**config.mk**
```make
export PLATFORM = sky130hd
export DESIGN_NAME = trdb_packet_drain
export DESIGN_NICKNAME = d
export VERILOG_FILES = /design/src/rtl/trdb_pkg.sv /design/src/rtl/trdb_fifo.sv /design/src/rtl/trdb_packet_drain.sv
export SDC_FILE = /design/constraint.sdc
export NUM_CORES = 1
export LEC_CHECK = 0
export CAP_MARGIN = 20
export CORE_MARGIN = 2
export CORE_UTILIZATION = 45
export CTS_CLUSTER_SIZE = 16
export DETAILED_ROUTE_END_ITERATION = 12
export PLACE_DENSITY_LB_ADDON = 0.25
export SKIP_CTS_REPAIR_TIMING = 1
export SYNTH_ARGS = -nofsm -noshare
export SYNTH_HDL_FRONTEND = slang
export SYNTH_SLANG_ARGS = --single-unit
export TNS_END_PERCENT = 10
```
**constraint.sdc**
```tcl
create_clock -name clk_i -period 6.9 [get_ports clk_i]
set_input_delay 1.035 -clock clk_i [delete_from_list [all_inputs] [get_ports clk_i]]
set_output_delay 1.035 -clock clk_i [all_outputs]
set_load 0.05 [all_outputs]
```
**src/rtl/trdb_pkg.sv**
```systemverilog
// Shared constants for the trace-debugger packet drain: data width, register
// indices and the bit layout of the STATUS and CTRL registers.
package trdb_pkg;

  localparam int XLEN = 32;

  // Register index is the APB byte offset divided by 4 (paddr[3:2]).
  typedef enum logic [1:0] {
    REG_DATA   = 2'd0,
    REG_STATUS = 2'd1,
    REG_CTRL   = 2'd2,
    REG_STALLS = 2'd3
  } reg_idx_e;

  localparam int ST_EMPTY_BIT = 16;
  localparam int ST_FULL_BIT  = 17;
  localparam int ST_OVF_BIT   = 18;

  localparam int CTRL_EN_BIT    = 0;
  localparam int CTRL_FLUSH_BIT = 1;
  localparam int CTRL_CLR_BIT   = 2;
  localparam int CTRL_THR_LSB   = 8;
  localparam int CTRL_THR_W     = 8;

  localparam int STALL_W = 32;

  function automatic logic [STALL_W-1:0] sat_inc(input logic [STALL_W-1:0] v);
    return (&v) ? v : v + 1'b1;
  endfunction

endpackage

```
**src/rtl/trdb_fifo.sv**
```systemverilog
// Generic synchronous FIFO with push, pop and a flush that wins over both.
// The head word is presented combinationally on rdata_o.
module trdb_fifo import trdb_pkg::*; #(
  parameter int WIDTH = 32,
  parameter int DEPTH = 16,
  parameter int CNTW  = $clog2(DEPTH) + 1
) (
  input  logic             clk_i,
  input  logic             rst_ni,
  input  logic             push_i,
  input  logic [WIDTH-1:0] wdata_i,
  input  logic             pop_i,
  input  logic             flush_i,
  output logic [WIDTH-1:0] rdata_o,
  output logic [CNTW-1:0]  count_o,
  output logic             full_o,
  output logic             empty_o
);

  localparam int PTRW = $clog2(DEPTH);

  logic [WIDTH-1:0] mem_q [DEPTH];
  logic [PTRW-1:0]  wr_ptr_q, wr_ptr_d;
  logic [PTRW-1:0]  rd_ptr_q, rd_ptr_d;
  logic [CNTW-1:0]  cnt_q, cnt_d;
  logic             do_push, do_pop;

  assign full_o  = (cnt_q == CNTW'(DEPTH));
  assign empty_o = (cnt_q == '0);
  assign count_o = cnt_q;
  assign rdata_o = mem_q[rd_ptr_q];

  always_comb begin
    do_push  = push_i && !full_o && !flush_i;
    do_pop   = pop_i && !empty_o && !flush_i;
    wr_ptr_d = wr_ptr_q;
    rd_ptr_d = rd_ptr_q;
    cnt_d    = cnt_q;
    if (flush_i) begin
      wr_ptr_d = '0;
      rd_ptr_d = '0;
      cnt_d    = '0;
    end else begin
      // Pointers are PTRW bits wide, so the increment wraps modulo DEPTH.
      if (do_push) wr_ptr_d = wr_ptr_q + 1'b1;
      if (do_pop)  rd_ptr_d = rd_ptr_q + 1'b1;
      case ({do_push, do_pop})
        2'b10:   cnt_d = cnt_q + 1'b1;
        2'b01:   cnt_d = cnt_q - 1'b1;
        default: cnt_d = cnt_q;
      endcase
    end
  end

  always_ff @(posedge clk_i or negedge rst_ni) begin
    if (!rst_ni) begin
      wr_ptr_q <= '0;
      rd_ptr_q <= '0;
      cnt_q    <= '0;
    end else begin
      wr_ptr_q <= wr_ptr_d;
      rd_ptr_q <= rd_ptr_d;
      cnt_q    <= cnt_d;
    end
  end

  // Storage is data only; an empty count makes stale contents unreachable.
  always_ff @(posedge clk_i) begin
    if (do_push) mem_q[wr_ptr_q] <= wdata_i;
  end

endmodule

```
**src/rtl/trdb_packet_drain.sv**
```systemverilog
// Packet stream sink: buffers granted trace words in a FIFO and exposes them,
// with control, status, stall counter and threshold irq, on an APB slave.
module trdb_packet_drain import trdb_pkg::*; #(
  parameter int XLEN  = trdb_pkg::XLEN,
  parameter int DEPTH = 16,
  parameter int CNTW  = $clog2(DEPTH) + 1
) (
  input  logic            clk_i,
  input  logic            rst_ni,
  input  logic [XLEN-1:0] packet_word_i,
  input  logic            packet_word_valid_i,
  output logic            grant_o,
  input  logic [11:0]     paddr_i,
  input  logic [XLEN-1:0] pwdata_i,
  input  logic            pwrite_i,
  input  logic            psel_i,
  input  logic            penable_i,
  output logic [XLEN-1:0] prdata_o,
  output logic            pready_o,
  output logic            pslverr_o,
  output logic            irq_o
);

  logic                  access, rd_acc, wr_acc, ctrl_wr;
  reg_idx_e              reg_idx;
  logic                  push, pop, flush;
  logic [XLEN-1:0]       fifo_rdata;
  logic [CNTW-1:0]       fifo_count;
  logic                  fifo_full, fifo_empty;
  logic [XLEN-1:0]       status_w, ctrl_w;

  logic                  en_q, en_d;
  logic [CTRL_THR_W-1:0] thresh_q, thresh_d;
  logic                  ovf_q, ovf_d;
  logic [STALL_W-1:0]    stalls_q, stalls_d;
  logic                  irq_q, irq_d;

  logic unused_bits;
  assign unused_bits = ^{paddr_i[11:4], paddr_i[1:0], pwdata_i[XLEN-1:16], pwdata_i[7:3]};

  assign pready_o = 1'b1;
  assign irq_o    = irq_q;

  always_comb begin
    access  = psel_i && penable_i;
    rd_acc  = access && !pwrite_i;
    wr_acc  = access && pwrite_i;
    reg_idx = reg_idx_e'(paddr_i[3:2]);
    ctrl_wr = wr_acc && (reg_idx == REG_CTRL);
    // Grant comes from registered state only, so full drops it the same cycle.
    grant_o = en_q && !fifo_full;
    push    = packet_word_valid_i && grant_o;
    pop     = rd_acc && (reg_idx == REG_DATA) && !fifo_empty;
    flush   = ctrl_wr && pwdata_i[CTRL_FLUSH_BIT];
  end

  trdb_fifo #(
    .WIDTH (XLEN),
    .DEPTH (DEPTH),
    .CNTW  (CNTW)
  ) u_fifo (
    .clk_i   (clk_i),
    .rst_ni  (rst_ni),
    .push_i  (push),
    .wdata_i (packet_word_i),
    .pop_i   (pop),
    .flush_i (flush),
    .rdata_o (fifo_rdata),
    .count_o (fifo_count),
    .full_o  (fifo_full),
    .empty_o (fifo_empty)
  );

  always_comb begin
    en_d     = en_q;
    thresh_d = thresh_q;
    ovf_d    = ovf_q;
    stalls_d = stalls_q;
    // Sticky: the source offered a word while enabled but we could not take it.
    if (packet_word_valid_i && en_q && !grant_o) ovf_d = 1'b1;
    if (ctrl_wr) begin
      en_d     = pwdata_i[CTRL_EN_BIT];
      thresh_d = pwdata_i[CTRL_THR_LSB +: CTRL_THR_W];
      if (pwdata_i[CTRL_CLR_BIT]) ovf_d = 1'b0;
    end
    if (wr_acc && (reg_idx == REG_STALLS)) begin
      stalls_d = '0;
    end else if (packet_word_valid_i && !grant_o) begin
      stalls_d = sat_inc(stalls_q);
    end
    irq_d = (thresh_q != '0) && (32'(fifo_count) >= 32'(thresh_q));
  end

  always_comb begin
    status_w                    = '0;
    status_w[CNTW-1:0]          = fifo_count;
    status_w[ST_EMPTY_BIT]      = fifo_empty;
    status_w[ST_FULL_BIT]       = fifo_full;
    status_w[ST_OVF_BIT]        = ovf_q;
    ctrl_w                      = '0;
    ctrl_w[CTRL_EN_BIT]         = en_q;
    ctrl_w[CTRL_THR_LSB +: CTRL_THR_W] = thresh_q;
    prdata_o  = '0;
    pslverr_o = 1'b0;
    if (rd_acc) begin
      case (reg_idx)
        REG_DATA: begin
          if (fifo_empty) pslverr_o = 1'b1;
          else            prdata_o  = fifo_rdata;
        end
        REG_STATUS: prdata_o = status_w;
        REG_CTRL:   prdata_o = ctrl_w;
        REG_STALLS: prdata_o = XLEN'(stalls_q);
      endcase
    end
    if (wr_acc && ((reg_idx == REG_DATA) || (reg_idx == REG_STATUS))) pslverr_o = 1'b1;
  end

  always_ff @(posedge clk_i or negedge rst_ni) begin
    if (!rst_ni) begin
      en_q     <= 1'b0;
      thresh_q <= '0;
      ovf_q    <= 1'b0;
      stalls_q <= '0;
      irq_q    <= 1'b0;
    end else begin
      en_q     <= en_d;
      thresh_q <= thresh_d;
      ovf_q    <= ovf_d;
      stalls_q <= stalls_d;
      irq_q    <= irq_d;
    end
  end

endmodule
```
==> results.sh, run 1 <==
export IMPL_cap_viol_max_count=0
export IMPL_layout_common_cells="edfxtp_1 (512), mux4_2 (128), clkdlybuf4s50_1 (84)"
export IMPL_drc=0
export IMPL_worstPathCellList="buf_4 > mux4_2 > a22oi_1 > and3_1 > o22ai_1 > clkdlybuf4s50_1"
export IMPL_die_y_um=231
export IMPL_synthArstFlopShare_pct=9.86
export IMPL_grt_overflow=0
export IMPL_grt_pass1_vias=12262
export IMPL_period_needed_ps=5230
export IMPL_cts_root_buf="clkbuf_16"
export IMPL_wl_met3_mm=2.95
export IMPL_grt_first_pass_wirelength_mm=79.2
export IMPL_worst_pin_slew_ps=993
export IMPL_timing_final_crit_share_pct=75.9
export IMPL_tns_ps=0
export IMPL_criticalPathCategory="reg2out"
export IMPL_antenna_found_initial=2
export IMPL_finalCoreUtilization_pct=52.1
export IMPL_boundaryPins=118
export IMPL_rows=83
export IMPL_syn_num_nets=1350
export IMPL_gp_routability_congestion=0.848
export IMPL_clkPwrFrac_pct=34.0
export IMPL_netlist_area_sq_mm=0.0231
export IMPL_synthFlopType="edfxtp_1"
export IMPL_io_buffers=85
export IMPL_finish_instance_area_sq_mm=0.0266
export IMPL_critical_path_required_ps=5860
export IMPL_ant_nets=0
export IMPL_cts_buffers=57
export IMPL_dieArea_sq_mm=0.0532
export IMPL_post_place_ws_ps=1790
export IMPL_ys_types=61
export IMPL_clock_latency_ps=620
export IMPL_clk_pin_slew_ps=60
export IMPL_first_pass_iters=7
export IMPL_finalNetCount=1447
export IMPL_num_vias=12277
export IMPL_setup_slack_ps=1670
export IMPL_track_usage_pct=20.2
export IMPL_maxSlewViolCount=0
export IMPL_dpl_cell_area_sq_mm=0.0248
export IMPL_power_mw=8.86
export IMPL_peakVddDrop_mv=0.189
export IMPL_routedWlPerCell_um=25.5
export IMPL_p_int_mw=6.46
export IMPL_ys_seq_elements=568
export IMPL_fp_dieW_um=231
export IMPL_max_freq_mhz=191
export IMPL_fin_hold_ws_ps=529
export IMPL_drt_iter0_markers=1097
export IMPL_dr_max_layer_used="met5"
export IMPL_cts_max_level=2
export IMPL_cts_buffer_depth=3
export IMPL_dr_wl_met2_mm=25.3
export IMPL_outcome="completed"
export IMPL_hold_viol_final=0
export IMPL_pwr_share_comb_pct=18.6
export IMPL_power_leakage_nw=8.44
export IMPL_area_delta_synth_final_pct=15.1
export IMPL_p_switching_mw=2.39
export IMPL_report_final_setup_viol=0
export IMPL_cpPeakStageDelay_ps=1010
export IMPL_wl_met1_mm=23.6
export IMPL_finalWirelength_mm=53.0
export IMPL_ys_warn_count=0
export IMPL_avgSynthCellArea_sq_um=18.4
export IMPL_finClkSkew_ps=9.82
export IMPL_start_kind="flip-flop"
export IMPL_viasPerCell=5.91
export IMPL_dp_cells=1974
export IMPL_rsz0062_at_grt="no"
export IMPL_path_max_fanout=42
export IMPL_power_density_mw_per_mm2=333
export IMPL_grt_max_degree=57
export IMPL_start_util_pct=45.3
export IMPL_coreArea_sq_mm=0.0510
export IMPL_hold_class="reg2reg"
export IMPL_place_detailed_hpwl_mm=30.4
export IMPL_syn_inst=1256
export IMPL_synth_area_leaders="edfxtp_1 (67%), mux4_2 (12%), dfrtp_1 (6.1%), mux2i_1 (1.2%), nand2_1 (0.94%)"
export IMPL_diodes=0
export IMPL_cts_sinks=568
export IMPL_cp_end_kind="output port"
export IMPL_final_cells=2076
export IMPL_yosysTopAreaCellShare_pct=66.6
export IMPL_cts_tree="done"
export IMPL_cp_arrival_ps=4200
export IMPL_synth_top_area_cell="edfxtp_1"
export IMPL_relSlewSlack_pct=33.6
export IMPL_seqPwrFrac_pct=47.3
export IMPL_power_switching_share_pct=27.0
export IMPL_seq_area_frac_synth_pct=72.6
export IMPL_mostFrequentLayoutCell="edfxtp_1"
export IMPL_synth_edf_count=512
export IMPL_drive_above_1_share_pct=19.6
export IMPL_cpMaxStageDelayCell="dfrtp_4"
per-layer routing:
layer,GRT usage [%],up-vias
met5,0,-
met4,5.83,2
met3,3.03,78
met2,32.6,356
met1,28.7,6514
li1,-,5327
worst paths after layout:
| kind | start | endpoint | slack (ps) | cells past startpoint |
|---|---|---|---|---|
| setup / recovery | u_fifo.rd_ptr_q[0] | prdata_o[9] | 1670 | 6 |
| hold / removal | thresh_q[7] | thresh_q[7] | 530 | 1 |
| setup reg to reg | u_fifo.count_o[1] | u_fifo.count_o[4] | 3790 | 9 |
| hold reg to reg | thresh_q[7] | thresh_q[7] | 530 | 1 |
| max in group asynchronous | rst_ni | u_fifo.rd_ptr_q[0] | 5750 | 2 |
| min in group asynchronous | rst_ni | stalls_q[18] | 560 | 2 |
logic make-up after synthesis:
group / share of synthesized area [%]
other cells: 0.0162
xor+xnor: 0.531
compound gates: 4.60
fa+ha+maj: 0.650
flops: 72.6
buf+inv: 1.71
mux: 13.9
simple gates: 5.94
power groups by stage:
stage / clock [mW] / sequential (mW) / combinational [mW]
4_1_cts: 3.06 / 4.20 / 1.67
2_1_floorplan: 0 / 4.08 / 1.28
3_3_place_gp: 0 / 4.26 / 1.65
5_1_grt: 3.20 / 4.22 / 1.79
3_5_place_dp: 0 / 4.27 / 1.67
6_report: 3.01 / 4.19 / 1.65
cells in the mapped netlist, types with 8 or more instances:
| cell | instances |
|---|---|
| nor2b_1 | 19 |
| dfrtp_1 | 56 |
| o21ai_0 | 25 |
| mux2i_1 | 28 |
| o31ai_1 | 8 |
| and3_1 | 25 |
| nand2_1 | 58 |
| or3_1 | 15 |
| nor3_1 | 13 |
| ha_1 | 12 |
| mux4_2 | 128 |
| nand4_1 | 11 |
| edfxtp_1 | 512 |
| inv_1 | 15 |
| a22o_1 | 15 |
| a211oi_1 | 14 |
| o22ai_1 | 13 |
| nand3_1 | 31 |
| nor2_1 | 28 |
| a22oi_1 | 18 |
| or4_1 | 13 |
| a21oi_1 | 42 |
| buf_2 | 22 |
| clkbuf_1 | 47 |
| xor2_1 | 10 |
| and2_1 | 15 |
state kept, by name, summed over array words and instances (netlist names):
| register | count |
|---|---|
| u_fifo.rd_ptr_q | 4 |
| irq_o | 1 |
| u_fifo.wr_ptr_q | 4 |
| ovf_q | 1 |
| u_fifo.mem_q | 512 |
| stalls_q | 32 |
| en_q | 1 |
| u_fifo.count_o | 5 |
| thresh_q | 8 |
final cells by class:
cell class | count | area [sq um]
Multi-Input combinational cell | 596 | 5990
Sequential cell | 568 | 16800
Clock buffer | 65 | 1460
Inverter | 15 | 56.3
Clock inverter | 37 | 352
Timing Repair Buffer | 115 | 1100
Tap cell | 680 | 851
Fill cell | 4076 | 24400
worst max-delay path, delay by kind of cell (launching register included):
kind,cells,cell delay (ps)
compound gates,2,330
buf+inv,2,1260
flops,1,1010
mux,1,570
simple gates,1,330
Note: power is estimated with default switching activity, not from simulation.
==> run 2: changes to the inputs <==
==> constraint.sdc (replaced) <==
create_clock -name clk_i -period 4.6 [get_ports clk_i]
set_input_delay 0.69 -clock clk_i [delete_from_list [all_inputs] [get_ports clk_i]]
set_output_delay 0.69 -clock clk_i [all_outputs]
set_load 0.05 [all_outputs]
==> run 2 against run 1 <==
Sequential power up 48%. Via count rose by 0.33%. Global-route usage up 0.065 points. Setup slack worse by 1100 ps. Total power rose by 51%. Routed wire length grew 0.48%. Critical path type unchanged. Largest cell class unchanged. Critical path depth rose by 1. Sequential cell count unchanged. Combinational power is 60% higher. Die area stayed put. Clock skew grew 12 ps.
==> results.sh, run 2 (synthesized netlist as in run 1, its figures left out) <==
export IMPL_power_leakage_nw=8.62
export IMPL_gp_routability_congestion=0.814
export IMPL_antenna_found_initial=1
export IMPL_finish_instance_area_sq_mm=0.0268
export IMPL_power_mw=13.3
export IMPL_report_final_setup_viol=0
export IMPL_io_buffers=85
export IMPL_final_cells=2087
export IMPL_finClkSkew_ps=21.9
export IMPL_cpMaxStageDelayCell="dfrtp_4"
export IMPL_clock_latency_ps=620
export IMPL_cts_sinks=568
export IMPL_grt_overflow=0
export IMPL_finalCoreUtilization_pct=52.6
export IMPL_mostFrequentLayoutCell="edfxtp_1"
export IMPL_peakVddDrop_mv=0.315
export IMPL_area_delta_synth_final_pct=16.1
export IMPL_finalWirelength_mm=53.3
export IMPL_largestRegisters="u_fifo.mem_q (512), stalls_q (32), thresh_q (8)"
export IMPL_ant_nets=0
export IMPL_max_freq_mhz=249
export IMPL_first_pass_iters=5
export IMPL_fp_dieW_um=231
export IMPL_grt_pass1_vias=12397
export IMPL_worst_pin_slew_ps=982
export IMPL_finalNetCount=1458
export IMPL_maxSlewViolCount=0
export IMPL_cpPeakStageDelay_ps=740
export IMPL_boundaryPins=118
export IMPL_dieArea_sq_mm=0.0532
export IMPL_largest_reg_flops=512
export IMPL_timing_final_crit_share_pct=87.4
export IMPL_cp_arrival_ps=3330
export IMPL_cts_buffer_depth=3
export IMPL_cp_top_family="buffers and inverters"
export IMPL_track_usage_pct=20.2
export IMPL_criticalPathCategory="reg2out"
export IMPL_drt_iter0_markers=1087
export IMPL_hold_viol_final=0
export IMPL_cts_tree="done"
export IMPL_diodes=0
export IMPL_drc=0
export IMPL_dp_cells=1986
export IMPL_routedWlPerCell_um=25.5
export IMPL_largest_register="u_fifo.mem_q"
export IMPL_cap_viol_max_count=0
export IMPL_grt_max_degree=47
export IMPL_drive_above_1_share_pct=22.5
export IMPL_path_max_fanout=38
export IMPL_clk_pin_slew_ps=70
export IMPL_outcome="completed"
export IMPL_cts_max_level=2
export IMPL_period_needed_ps=4020
export IMPL_start_util_pct=45.3
export IMPL_tns_ps=0
export IMPL_worstPathCellList="buf_12 > buf_12 > mux4_2 > a22oi_1 > and3_1 > o22ai_1 > buf_4"
export IMPL_cts_root_buf="clkbuf_16"
export IMPL_rows=83
export IMPL_power_density_mw_per_mm2=497
export IMPL_cp_end_kind="output port"
export IMPL_crit_path_frequent_cell="buf_12"
export IMPL_critical_path_required_ps=3910
export IMPL_worst_path_buf_inv=3
export IMPL_viasPerCell=5.90
export IMPL_grt_first_pass_wirelength_mm=79.1
export IMPL_start_kind="flip-flop"
export IMPL_hold_class="in2async"
export IMPL_coreArea_sq_mm=0.0510
export IMPL_place_detailed_hpwl_mm=31.4
export IMPL_num_vias=12317
export IMPL_relSlewSlack_pct=34.5
export IMPL_layout_common_cells="edfxtp_1 (512), mux4_2 (128), nand2_1 (58)"
export IMPL_cts_buffers=55
export IMPL_die_y_um=231
export IMPL_rsz0062_at_grt="no"
export IMPL_dpl_cell_area_sq_mm=0.0251
[run 2: changes by cell type in the layout (fill, tap and decap cells not counted), sizes merged]
| cell | previous run | this run |
|---|---|---|
| clkdlybuf4s50 | 84 | 52 |
| clkbuf | 65 | 70 |
| clkinv | 27 | 21 |
| buf | 31 | 75 |
| clkinvlp | 3 | 1 |
| bufinv | 6 | 7 |
| dlygate4sd3 | 0 | 1 |
[run 2: layer usage]
metal	part of all wire [%]	global-route usage, %
met5	0	0
met4	2.3	6.15
met3	5.6	2.78
met2	49	33.2
met1	43	28.5
[run 2: report_power, final]
part           internal (mW)  switching [mW]  leakage (nW)
clock network           2.60            1.88         0.871
logic                   1.26            1.37          2.42
registers               5.90           0.323          5.33
total                   9.76            3.58          8.62
[run 2: worst paths after layout]
path / from / endpoint / slack (ps) / cells after the start
worst min-delay path: rst_ni / stalls_q[18] / 520 / 2
worst max-delay path: u_fifo.rd_ptr_q[0] / prdata_o[18] / 580 / 7
worst max register to register: u_fifo.count_o[1] / u_fifo.mem_q[5][9] / 1680 / 5
worst min register to register: thresh_q[7] / thresh_q[7] / 540 / 1
min in group clk_i: thresh_q[7] / thresh_q[7] / 540 / 1
max in group asynchronous: rst_ni / u_fifo.rd_ptr_q[2] / 3150 / 3
[run 2: stage by stage]
stage | worst slack [ps] | hold slack (ps)
finish | 578 | 519
global route | 365 | 554
CTS | 509 | -33.9
detailed placement | 813 | 517
global placement | 933 | 507
floorplan | 1170 | 394
[run 2: final cells by class]
cell class / instances / area (sq um)
fillers: 3972 / 24200
flip-flops and latches: 568 / 16800
repair buffers: 128 / 1380
inverters: 15 / 56.3
multi-input cells: 596 / 5990
clock buffers: 70 / 1440
clock inverters: 30 / 327
well taps: 680 / 851
[run 2: worst register-to-register path, stage by stage, from the launching register on]
cell and delay, ps:
dfrtp_1 590, nor4_4 130, a21o_1 300, nor4b_1 610, and2_2 340, buf_4 550
